## src/rtl/mul_ext_sequencer_if.sv

```systemverilog
// Handshake bundle between EX-stage issue logic, the multiply sequencer and the
// radix-4 multiplier.
interface mul_ext_sequencer_if #(
    parameter int unsigned TAG_W = 5
) ();
    logic             req_valid;
    logic             req_ready;
    logic [1:0]       req_op;
    logic [31:0]      req_rs1;
    logic [31:0]      req_rs2;
    logic [TAG_W-1:0] req_tag;

    logic             mul_start;
    logic [31:0]      mul_multiplicand;
    logic [31:0]      mul_multiplier;
    logic [63:0]      mul_product;
    logic             mul_done;

    logic             rsp_valid;
    logic             rsp_ready;
    logic [31:0]      rsp_data;
    logic [TAG_W-1:0] rsp_tag;
    logic             rsp_err;

    logic             busy;

    // Sequencer view.
    modport slave (
        input  req_valid, req_op, req_rs1, req_rs2, req_tag,
        input  mul_product, mul_done,
        input  rsp_ready,
        output req_ready,
        output mul_start, mul_multiplicand, mul_multiplier,
        output rsp_valid, rsp_data, rsp_tag, rsp_err,
        output busy
    );

    // Issue logic / multiplier / consumer view.
    modport master (
        output req_valid, req_op, req_rs1, req_rs2, req_tag,
        output mul_product, mul_done,
        output rsp_ready,
        input  req_ready,
        input  mul_start, mul_multiplicand, mul_multiplier,
        input  rsp_valid, rsp_data, rsp_tag, rsp_err,
        input  busy
    );
endinterface

```

## src/rtl/mul_ext_sequencer.sv

```systemverilog
// RV32M multiply front-end: drives a signed 32x32 multiplier through start/done and
// corrects the signed product for MULHSU/MULHU before returning a tagged result.
module mul_ext_sequencer #(
    parameter int unsigned TAG_W       = 5,
    parameter int unsigned TIMEOUT_CYC = 48
) (
    input  logic               clk,
    input  logic               rst,
    mul_ext_sequencer_if.slave bus
);
    localparam int unsigned CntW = $clog2(TIMEOUT_CYC + 1);

    localparam logic [1:0] OpMul    = 2'b00;
    localparam logic [1:0] OpMulh   = 2'b01;
    localparam logic [1:0] OpMulhsu = 2'b10;
    localparam logic [1:0] OpMulhu  = 2'b11;

    typedef enum logic [2:0] {
        StIdle,
        StIssue,
        StWait,
        StFix,
        StResp
    } state_e;

    state_e           state_q, state_d;

    logic             armed_q;
    logic [1:0]       op_q;
    logic [31:0]      rs1_q;
    logic [31:0]      rs2_q;
    logic [TAG_W-1:0] tag_q;
    logic [63:0]      prod_q;
    logic [CntW-1:0]  cnt_q;
    logic [31:0]      data_q;
    logic             err_q;

    logic             accept;
    logic             timeout;
    logic [31:0]      hi;
    logic [31:0]      corr_a;
    logic [31:0]      corr_b;
    logic [31:0]      fix_data;

    // armed_q keeps req_ready low while rst is asserted and for the first cycle after.
    assign accept  = (state_q == StIdle) && armed_q && bus.req_valid;
    assign timeout = (state_q == StWait) && !bus.mul_done &&
                     (cnt_q == CntW'(TIMEOUT_CYC - 1));

    // State register.
    always_ff @(posedge clk or negedge rst) begin
        if (!rst) begin
            state_q <= StIdle;
        end else begin
            state_q <= state_d;
        end
    end

    // Next-state logic.
    always_comb begin
        state_d = state_q;
        unique case (state_q)
            StIdle:  if (accept) state_d = StIssue;
            StIssue: state_d = StWait;
            StWait: begin
                if (bus.mul_done) begin
                    state_d = StFix;
                end else if (timeout) begin
                    state_d = StResp;
                end
            end
            StFix:   state_d = StResp;
            StResp:  if (bus.rsp_ready) state_d = StIdle;
            default: state_d = StIdle;
        endcase
    end

    // Outputs.
    always_comb begin
        bus.req_ready        = (state_q == StIdle) && armed_q;
        bus.mul_start        = (state_q == StIssue);
        bus.rsp_valid        = (state_q == StResp);
        bus.busy             = (state_q != StIdle);
        bus.mul_multiplicand = rs1_q;
        bus.mul_multiplier   = rs2_q;
        bus.rsp_data         = data_q;
        bus.rsp_tag          = tag_q;
        bus.rsp_err          = err_q;
    end

    // Unsigned correction: an operand with bit 31 set was read as x - 2^32 by the
    // signed multiplier, so the high word misses the other operand once per such bit.
    always_comb begin
        hi       = prod_q[63:32];
        corr_a   = rs2_q[31] ? rs1_q : 32'd0;
        corr_b   = rs1_q[31] ? rs2_q : 32'd0;
        fix_data = prod_q[31:0];
        unique case (op_q)
            OpMul:    fix_data = prod_q[31:0];
            OpMulh:   fix_data = hi;
            OpMulhsu: fix_data = hi + corr_a;
            OpMulhu:  fix_data = hi + corr_a + corr_b;
        endcase
    end

    // Datapath registers.
    always_ff @(posedge clk or negedge rst) begin
        if (!rst) begin
            armed_q <= 1'b0;
            op_q    <= 2'b00;
            rs1_q   <= 32'd0;
            rs2_q   <= 32'd0;
            tag_q   <= '0;
            prod_q  <= 64'd0;
            cnt_q   <= '0;
            data_q  <= 32'd0;
            err_q   <= 1'b0;
        end else begin
            armed_q <= 1'b1;

            if (accept) begin
                op_q  <= bus.req_op;
                rs1_q <= bus.req_rs1;
                rs2_q <= bus.req_rs2;
                tag_q <= bus.req_tag;
            end

            if (state_q == StIssue) begin
                cnt_q <= '0;
            end else if (state_q == StWait) begin
                cnt_q <= cnt_q + CntW'(1);
            end

            // done is only honoured in WAIT, so a late pulse cannot touch prod_q.
            if ((state_q == StWait) && bus.mul_done) begin
                prod_q <= bus.mul_product;
            end

            if (timeout) begin
                data_q <= 32'd0;
                err_q  <= 1'b1;
            end else if (state_q == StFix) begin
                data_q <= fix_data;
                err_q  <= 1'b0;
            end
        end
    end
endmodule
```

## src/flat_wrapper.sv

```systemverilog
// flat-port wrapper written by rule: the top's interface ports become plain ports
module mul_ext_sequencer_flat 
#(
    parameter int unsigned TAG_W       = 5,
    parameter int unsigned TIMEOUT_CYC = 48
)
  (clk, rst, bus_req_valid, bus_req_op, bus_req_rs1, bus_req_rs2, bus_req_tag, bus_mul_product, bus_mul_done, bus_rsp_ready, bus_req_ready, bus_mul_start, bus_mul_multiplicand, bus_mul_multiplier, bus_rsp_valid, bus_rsp_data, bus_rsp_tag, bus_rsp_err, bus_busy);
  mul_ext_sequencer_if #(.TAG_W(TAG_W)) bus_i ();
  input  logic clk;
  input  logic rst;
  input wire logic [$bits(bus_i.req_valid)-1:0] bus_req_valid;
  input wire logic [$bits(bus_i.req_op)-1:0] bus_req_op;
  input wire logic [$bits(bus_i.req_rs1)-1:0] bus_req_rs1;
  input wire logic [$bits(bus_i.req_rs2)-1:0] bus_req_rs2;
  input wire logic [$bits(bus_i.req_tag)-1:0] bus_req_tag;
  input wire logic [$bits(bus_i.mul_product)-1:0] bus_mul_product;
  input wire logic [$bits(bus_i.mul_done)-1:0] bus_mul_done;
  input wire logic [$bits(bus_i.rsp_ready)-1:0] bus_rsp_ready;
  output wire logic [$bits(bus_i.req_ready)-1:0] bus_req_ready;
  output wire logic [$bits(bus_i.mul_start)-1:0] bus_mul_start;
  output wire logic [$bits(bus_i.mul_multiplicand)-1:0] bus_mul_multiplicand;
  output wire logic [$bits(bus_i.mul_multiplier)-1:0] bus_mul_multiplier;
  output wire logic [$bits(bus_i.rsp_valid)-1:0] bus_rsp_valid;
  output wire logic [$bits(bus_i.rsp_data)-1:0] bus_rsp_data;
  output wire logic [$bits(bus_i.rsp_tag)-1:0] bus_rsp_tag;
  output wire logic [$bits(bus_i.rsp_err)-1:0] bus_rsp_err;
  output wire logic [$bits(bus_i.busy)-1:0] bus_busy;
  assign bus_i.req_valid = bus_req_valid;
  assign bus_i.req_op = bus_req_op;
  assign bus_i.req_rs1 = bus_req_rs1;
  assign bus_i.req_rs2 = bus_req_rs2;
  assign bus_i.req_tag = bus_req_tag;
  assign bus_i.mul_product = bus_mul_product;
  assign bus_i.mul_done = bus_mul_done;
  assign bus_i.rsp_ready = bus_rsp_ready;
  assign bus_req_ready = bus_i.req_ready;
  assign bus_mul_start = bus_i.mul_start;
  assign bus_mul_multiplicand = bus_i.mul_multiplicand;
  assign bus_mul_multiplier = bus_i.mul_multiplier;
  assign bus_rsp_valid = bus_i.rsp_valid;
  assign bus_rsp_data = bus_i.rsp_data;
  assign bus_rsp_tag = bus_i.rsp_tag;
  assign bus_rsp_err = bus_i.rsp_err;
  assign bus_busy = bus_i.busy;
  mul_ext_sequencer #(.TAG_W(TAG_W), .TIMEOUT_CYC(TIMEOUT_CYC)) u_core (.clk(clk), .rst(rst), .bus(bus_i));
endmodule
```

## config.mk

```make
export PLATFORM = sky130hd
export DESIGN_NAME = mul_ext_sequencer_flat
export DESIGN_NICKNAME = d
export VERILOG_FILES = /design/src/rtl/mul_ext_sequencer_if.sv /design/src/rtl/mul_ext_sequencer.sv /design/src/flat_wrapper.sv
export SDC_FILE = /design/constraint.sdc
export NUM_CORES = 1
export LEC_CHECK = 0
export CORE_MARGIN = 5
export CORE_UTILIZATION = 53
export CTS_BUF_LIST = sky130_fd_sc_hd__clkbuf_8
export DETAILED_ROUTE_END_ITERATION = 16
export GPL_ROUTABILITY_DRIVEN = 0
export HOLD_SLACK_MARGIN = 0.1
export PLACE_DENSITY = 0.84
export SLEW_MARGIN = 5
export SYNTH_ARGS = -nofsm -noshare
export SYNTH_HDL_FRONTEND = slang
export SYNTH_SLANG_ARGS = --single-unit
```

## constraint.sdc

```tcl
create_clock -name clk -period 7.15 [get_ports clk]
set_clock_uncertainty 0.2 [all_clocks]
set_input_delay 0.715 -clock clk [delete_from_list [all_inputs] [get_ports clk]]
set_output_delay 0.715 -clock clk [all_outputs]
set_load 0.01 [all_outputs]
```

==> Word level (Yosys, flattened, before mapping) <==
Cells that the tools add are included.
{ "op_classes": {"add_sub_neg": 3, "multipliers": 0, "n_div": 0, "order_cmp": 0, "n_eq_ne": 11, "n_shift": 0, "n_mux": 14, "bitwise_logic": 0, "reduce_logical": 12} }
{ "ops": {"columns": ["op", "count"], "rows": [
  ["2-to-1 mux 32 bit", 4],
  ["one-hot mux 32 bit (4 select lines)", 1],
  ["adder 32 bit", 2],
  ["one-hot mux 3 bit (5 select lines)", 1],
  ["2-to-1 mux 3 bit", 4],
  ["2-to-1 mux 6 bit", 2],
  ["adder 6 x 1 -> 6 bit, second input constant", 1],
  ["equality test 3 x 2 -> 1 bit, second input constant", 2],
  ["equality test 6 bit, second input constant", 1],
  ["logical AND 1 bit", 5],
  ["equality test 2 bit, second input constant", 2],
  ["nonzero test 2 bit", 2],
  ["equality test 3 x 1 -> 1 bit, second input constant", 1],
  ["equality test 3 bit, second input constant", 1],
  ["zero test 3 bit", 1],
  ["!= test 3 x 2 -> 1 bit, second input constant", 1],
  ["AND reduction 3 bit", 1],
  ["nonzero test 3 bit", 1],
  ["equality test 2 x 1 -> 1 bit, second input constant", 1],
  ["zero test 2 bit", 1],
  ["2-to-1 mux 1 bit", 2],
  ["!= test 2 x 1 -> 1 bit, second input constant", 1],
  ["!= test 2 bit, second input constant", 1],
  ["zero test 1 bit", 1]
]} }
{ "totals": {"reg_bits": 178, "latchBits": 0, "mem_bits_rw": 0, "rom_bits": 0, "input_bits": 140, "output_inout_bits": 106, "word_cells": 50, "n_memories": 0} }

==> Longest topological paths before layout <==
Gate-level depths: netlist of run 1.
{ "depth": {"ltp_word": 6, "ltp_mapped": 24, "ltp_nobuf": 22} }

==> Worst setup path before layout of run 1 <==
OpenSTA, ideal clock, no wires.
{ "synth_timing": {"path_kind": "register to register", "startpoint": "register u_core.rs2_q[31] (netlist: u_core.bus.mul_multiplier[31])", "endpoint": "register u_core.data_q[21] (netlist: u_core.bus.rsp_data[21])", "setup_ps": 121, "arrival_ps": 4862, "required_time_ps": 6829, "setup_slack_ps": 1967, "stages_incl_launch_ff": 20, "n_path_buf": 0, "period_less_slack_ps": 5183, "path_cell_list": "dfrtp_1 > and2_1 > ha_1 > fa_1 > a21o_1 > a311o_1 > a21oi_2 > xnor2_1 > ha_1 > a21o_1 > a21o_1 > a21o_1 > a21o_1 > a221oi_1 > o31ai_1 > a211oi_2 > a21oi_1 > xor2_1 > mux4_2 > a22o_1"} }
{ "synth_between": {"elab_chain_cells": 6} }
{ "synth_rtl": {"columns": ["element", "line_no", "text"], "rows": [
  ["from (decl)", "mul_ext_sequencer.sv:31", "logic [31:0] rs2_q;"],
  ["from (signal assigned)", "mul_ext_sequencer.sv:124", "rs2_q <= bus.req_rs2;"],
  ["2-to-1 mux 32 bit (*)", "mul_ext_sequencer.sv:95", "corr_a = rs2_q[31] ? rs1_q : 32'd0;"],
  ["adder 32 bit (*)", "mul_ext_sequencer.sv:101, mul_ext_sequencer.sv:102", null],
  ["adder 32 bit", "mul_ext_sequencer.sv:102", "OpMulhu: fix_data = hi + corr_a + corr_b;"],
  ["one-hot mux 32 bit (4 select lines) (*)", "mul_ext_sequencer.sv:98", "unique case (op_q)"],
  ["2-to-1 mux 32 bit (*)", "mul_ext_sequencer.sv:142", "end else if (state_q == StFix) begin"],
  ["2-to-1 mux 32 bit (*)", "mul_ext_sequencer.sv:139", "if (timeout) begin"],
  ["to (signal assigned)", "mul_ext_sequencer.sv:143", "data_q <= fix_data;"],
  ["to (decl)", "mul_ext_sequencer.sv:35", "logic [31:0] data_q;"]
]} }
Every way passes the cells marked *; elsewhere a longest branch is shown, timed or not. The select of a mux whose other input is x is not followed.
A chain may end at the register's enable or synchronous reset.

==> Worst setup path in the final report of run 1 <==
{ "layout_timing": {"startpoint": "register u_core.rs2_q[31] (netlist: u_core.bus.mul_multiplier[31])", "endpoint": "register u_core.data_q[28] (netlist: u_core.bus.rsp_data[28])"} }
Same word-level chain as after synthesis.

==> impl_metrics.csv, run 1 <==
group,metric,value,unit
global_routing,grt_pass1_vias,9329,
setup_path,crit_chain,"and2_1, ha_1, a21o_1, and4_1, o21a_1, o21ai_0, a21o_1, a311oi_1, a31oi_1, xnor2_1, ha_1, a21oi_1, o21ai_0, a21oi_1, a21oi_1, a311oi_1, o31ai_4, a31oi_2, o221ai_2, a221oi_1, xor2_1, o21ai_0",
setup_path,cp-start-kind,"register",
finish,mostFrequentLayoutCells,"clkdlybuf4s50_1, dfrtp_1, mux2_2",
timing,hold_slack,118,ps
finish,final_common_cell,"clkdlybuf4s50_1",
timing,slew_violations,0,
timing,fin_tns_setup,0,ps
cts,clock_sinks,178,
setup_path,worstPathMaxFanout,35,
place,portBuffers,245,
flow_run,max-cap-violations,0,
finish,final-seq-area,4450,um^2
floorplanning,ios,246,
cts,clk_pin_slew,100,ps
global_routing,antenna_found_initial,0,
finish,stdcell_area,14400,um^2
cts,htree_levels,4,
cts,clock_latency,470,ps
timing,slew_headroom,25.4,%
synth,synthDistinctLibCells,79,
route,drt_iter0_drc,905,
synth,netlist_area,11300,um^2
synth,yosysSeqAreaShare,39.4,%
synth,synth_top_area_share,39.4,%
floorplanning,die_h,156,um
timing,max_freq,0.157,GHz
finish,n_antenna_cell,0,
route,vias_per_cell,5.97,
timing,hold_viol,0,
timing,min_period,6350,ps
floorplanning,die_x,156,um
setup_path,critical_path_arrival,6490,ps
synth,synth_edf_count,0,
synth,synth_cells,1054,
synth,async_flop_share,100,%
synth,synth_nets,1259,
cts,cts_setup_buffers,0,
setup_path,criticalPathCategory,"reg -> reg",
finish,multi_input_area,6580,um^2
cts,hold_buffers,0,
floorplanning,rows,53,
floorplanning,core_area,21000,um^2
route,post-route-drc-count,0,
route,via_count,9342,
setup_path,setup.worst_path.end_class,"register",
timing,worst_pin_slew,1120,ps
floorplanning,die-area,24400,um^2
global_routing,grt_max_degree,106,
synth,synth.area.top_cells,"dfrtp_1, mux2_2, ha_1, mux4_2, and2_1",
setup_path,slowest_delay,1070,ps
place,place_area,14000,um^2
synth,synth_ff_type,"dfrtp_1",
cts,cts_resized,0,
setup_path,slowest_stage,"dfrtp_1",
finish,drive_gt1_share,17.1,%
cts,clockRootBuffer,"clkbuf_8",
cts,clk_path_buf_depth,2,
cts,tritoncts,"done",
setup_path,critPathRequiredTime,7290,ps
synth,synth_top_area_cell,"dfrtp_1",
synth,syn_area_per_cell,10.7,um^2
global_routing,grt_pass1_wl,49900,um
route,dr.pass1.iters,7,
global_routing,overflow,0,
route,totalWireLength,31800,um
route,antenna_left,0,
timing,grt_setup_unrepaired,"false",
place,dpl.hpwl,23900,um
synth,ys_ff_latch,178,
finish,areaGrowthSynthToFinish,27.4,%
cts,numCtsBuffers,17,
finish,finalNetCount,1482,
floorplanning,start_util,53.8,%
finish,fillers,1571,
timing,finalSetupViolations,0,
global_routing,grt_use_total,25.8,%
synth,ys.warnings.count,0,
route,wl_per_cell,20.3,um
min_path,hold_class,"in -> async",
run_status,outcome,"finished clean",
timing,fin_crit_sh,88.8,%
## worst max-delay path: cells and delay by family, from the launching register on
kind | cells | cell delay, ps
AO/OA/AOI/OAI | 16 | 3530
adder cells (fa/ha/maj) | 2 | 570
AND/OR/NAND/NOR | 2 | 480
flip-flops | 1 | 1070
XOR/XNOR | 2 | 350
## cell usage after synthesis, types with 25 or more instances
cell	instances
nand3_1	30
o21ai_0	41
xnor2_1	30
and2_1	65
a21o_1	31
nand2_1	78
inv_1	25
dfrtp_1	178
nor2_1	37
clkbuf_1	42
mux2_2	136
ha_1	63
a21oi_1	60
## final timing paths
| kind | from | endpoint | slack [ps] | cells past startpoint |
|---|---|---|---|---|
| max reg2reg | u_core.bus.mul_multiplier[31]$_DFFE_PN0P_ | u_core.bus.rsp_data[28]$_DFFE_PN0P_ | 800 | 22 |
| min reg2reg | u_core.bus.rsp_err$_DFFE_PN0P_ | u_core.bus.rsp_err$_DFFE_PN0P_ | 290 | 2 |
| max in group asynchronous | rst | u_core.bus.rsp_data[28]$_DFFE_PN0P_ | 5150 | 2 |
| max | u_core.bus.mul_multiplier[31]$_DFFE_PN0P_ | u_core.bus.rsp_data[28]$_DFFE_PN0P_ | 800 | 22 |
| min | rst | u_core.prod_q[39]$_DFFE_PN0P_ | 120 | 1 |
| min in group clk | u_core.bus.rsp_err$_DFFE_PN0P_ | u_core.bus.rsp_err$_DFFE_PN0P_ | 290 | 2 |
## through the flow
stage	utilization, %	worst slack [ps]	instances
after floorplan	-	1970	1054
after CTS	68.6	979	1564
after global placement	66.6	1170	1533
after detailed placement	66.6	1030	1533
final	68.6	801	1564
after global routing	68.6	435	1564
## final cells by class
class | instances | share of cell area, %
Clock buffer | 18 | 1.72
Clock inverter | 13 | 1.21
Inverter | 26 | 0.677
Multi-Input combinational cell | 800 | 45.6
Sequential cell | 178 | 30.9
Tap cell | 275 | 2.39
Timing Repair Buffer | 254 | 17.5
## kinds of logic (layout without fill, tap and decap cells)
kind of cell               after synthesis  in the layout  synth area share, %
xor gates and xnor gates                53             53                 4.47
AOI/OAI and AO/OA                      226            226                 14.1
other                                    1              1               0.0331
buffers and inverters                   76            311                 2.56
muxes                                  174            174                 19.2
DFF                                    178            178                 39.4
and+or+nand+nor                        281            281                 12.9
adders and majority gates               65             65                 7.32
## state kept, by name, summed over array words and instances, names as in the netlist
signal                       count
u_core.armed_q                   1
u_core.bus.rsp_err               1
u_core.state_q                   3
u_core.cnt_q                     6
u_core.prod_q                   64
u_core.bus.rsp_data             32
u_core.op_q                      2
u_core.bus.rsp_tag               5
u_core.bus.mul_multiplicand     32
u_core.bus.mul_multiplier       32
## routing by layer
metal / routed length (um) / GRT usage [%] / vias up
li1: - / - / 4301
met1: 13500 / 35.4 / 4565
met2: 14800 / 41.0 / 425
met3: 2770 / 5.83 / 51
met4: 756 / 8.02 / 0
met5: 0 / 0 / -
Power of run 1 is left out: the tool's default activity adds up to more than one toggle a clock period on the data nets, which glitch-free logic cannot reach.
==> run 2, diff against run 1 <==
==> constraint.sdc (replaced) <==
create_clock -name clk -period 7.15 [get_ports clk]
set_clock_uncertainty 0.2 [all_clocks]
set_input_delay 1.0725 -clock clk [delete_from_list [all_inputs] [get_ports clk]]
set_output_delay 1.0725 -clock clk [all_outputs]
set_load 0.01 [all_outputs]
==> results of run 2 <==
Same layout as run 1 (identical final DEF). Status: finished clean.
Among the figures that moved: hold slack 118 ps -> 289 ps
Power of run 2 is left out for the same reason.
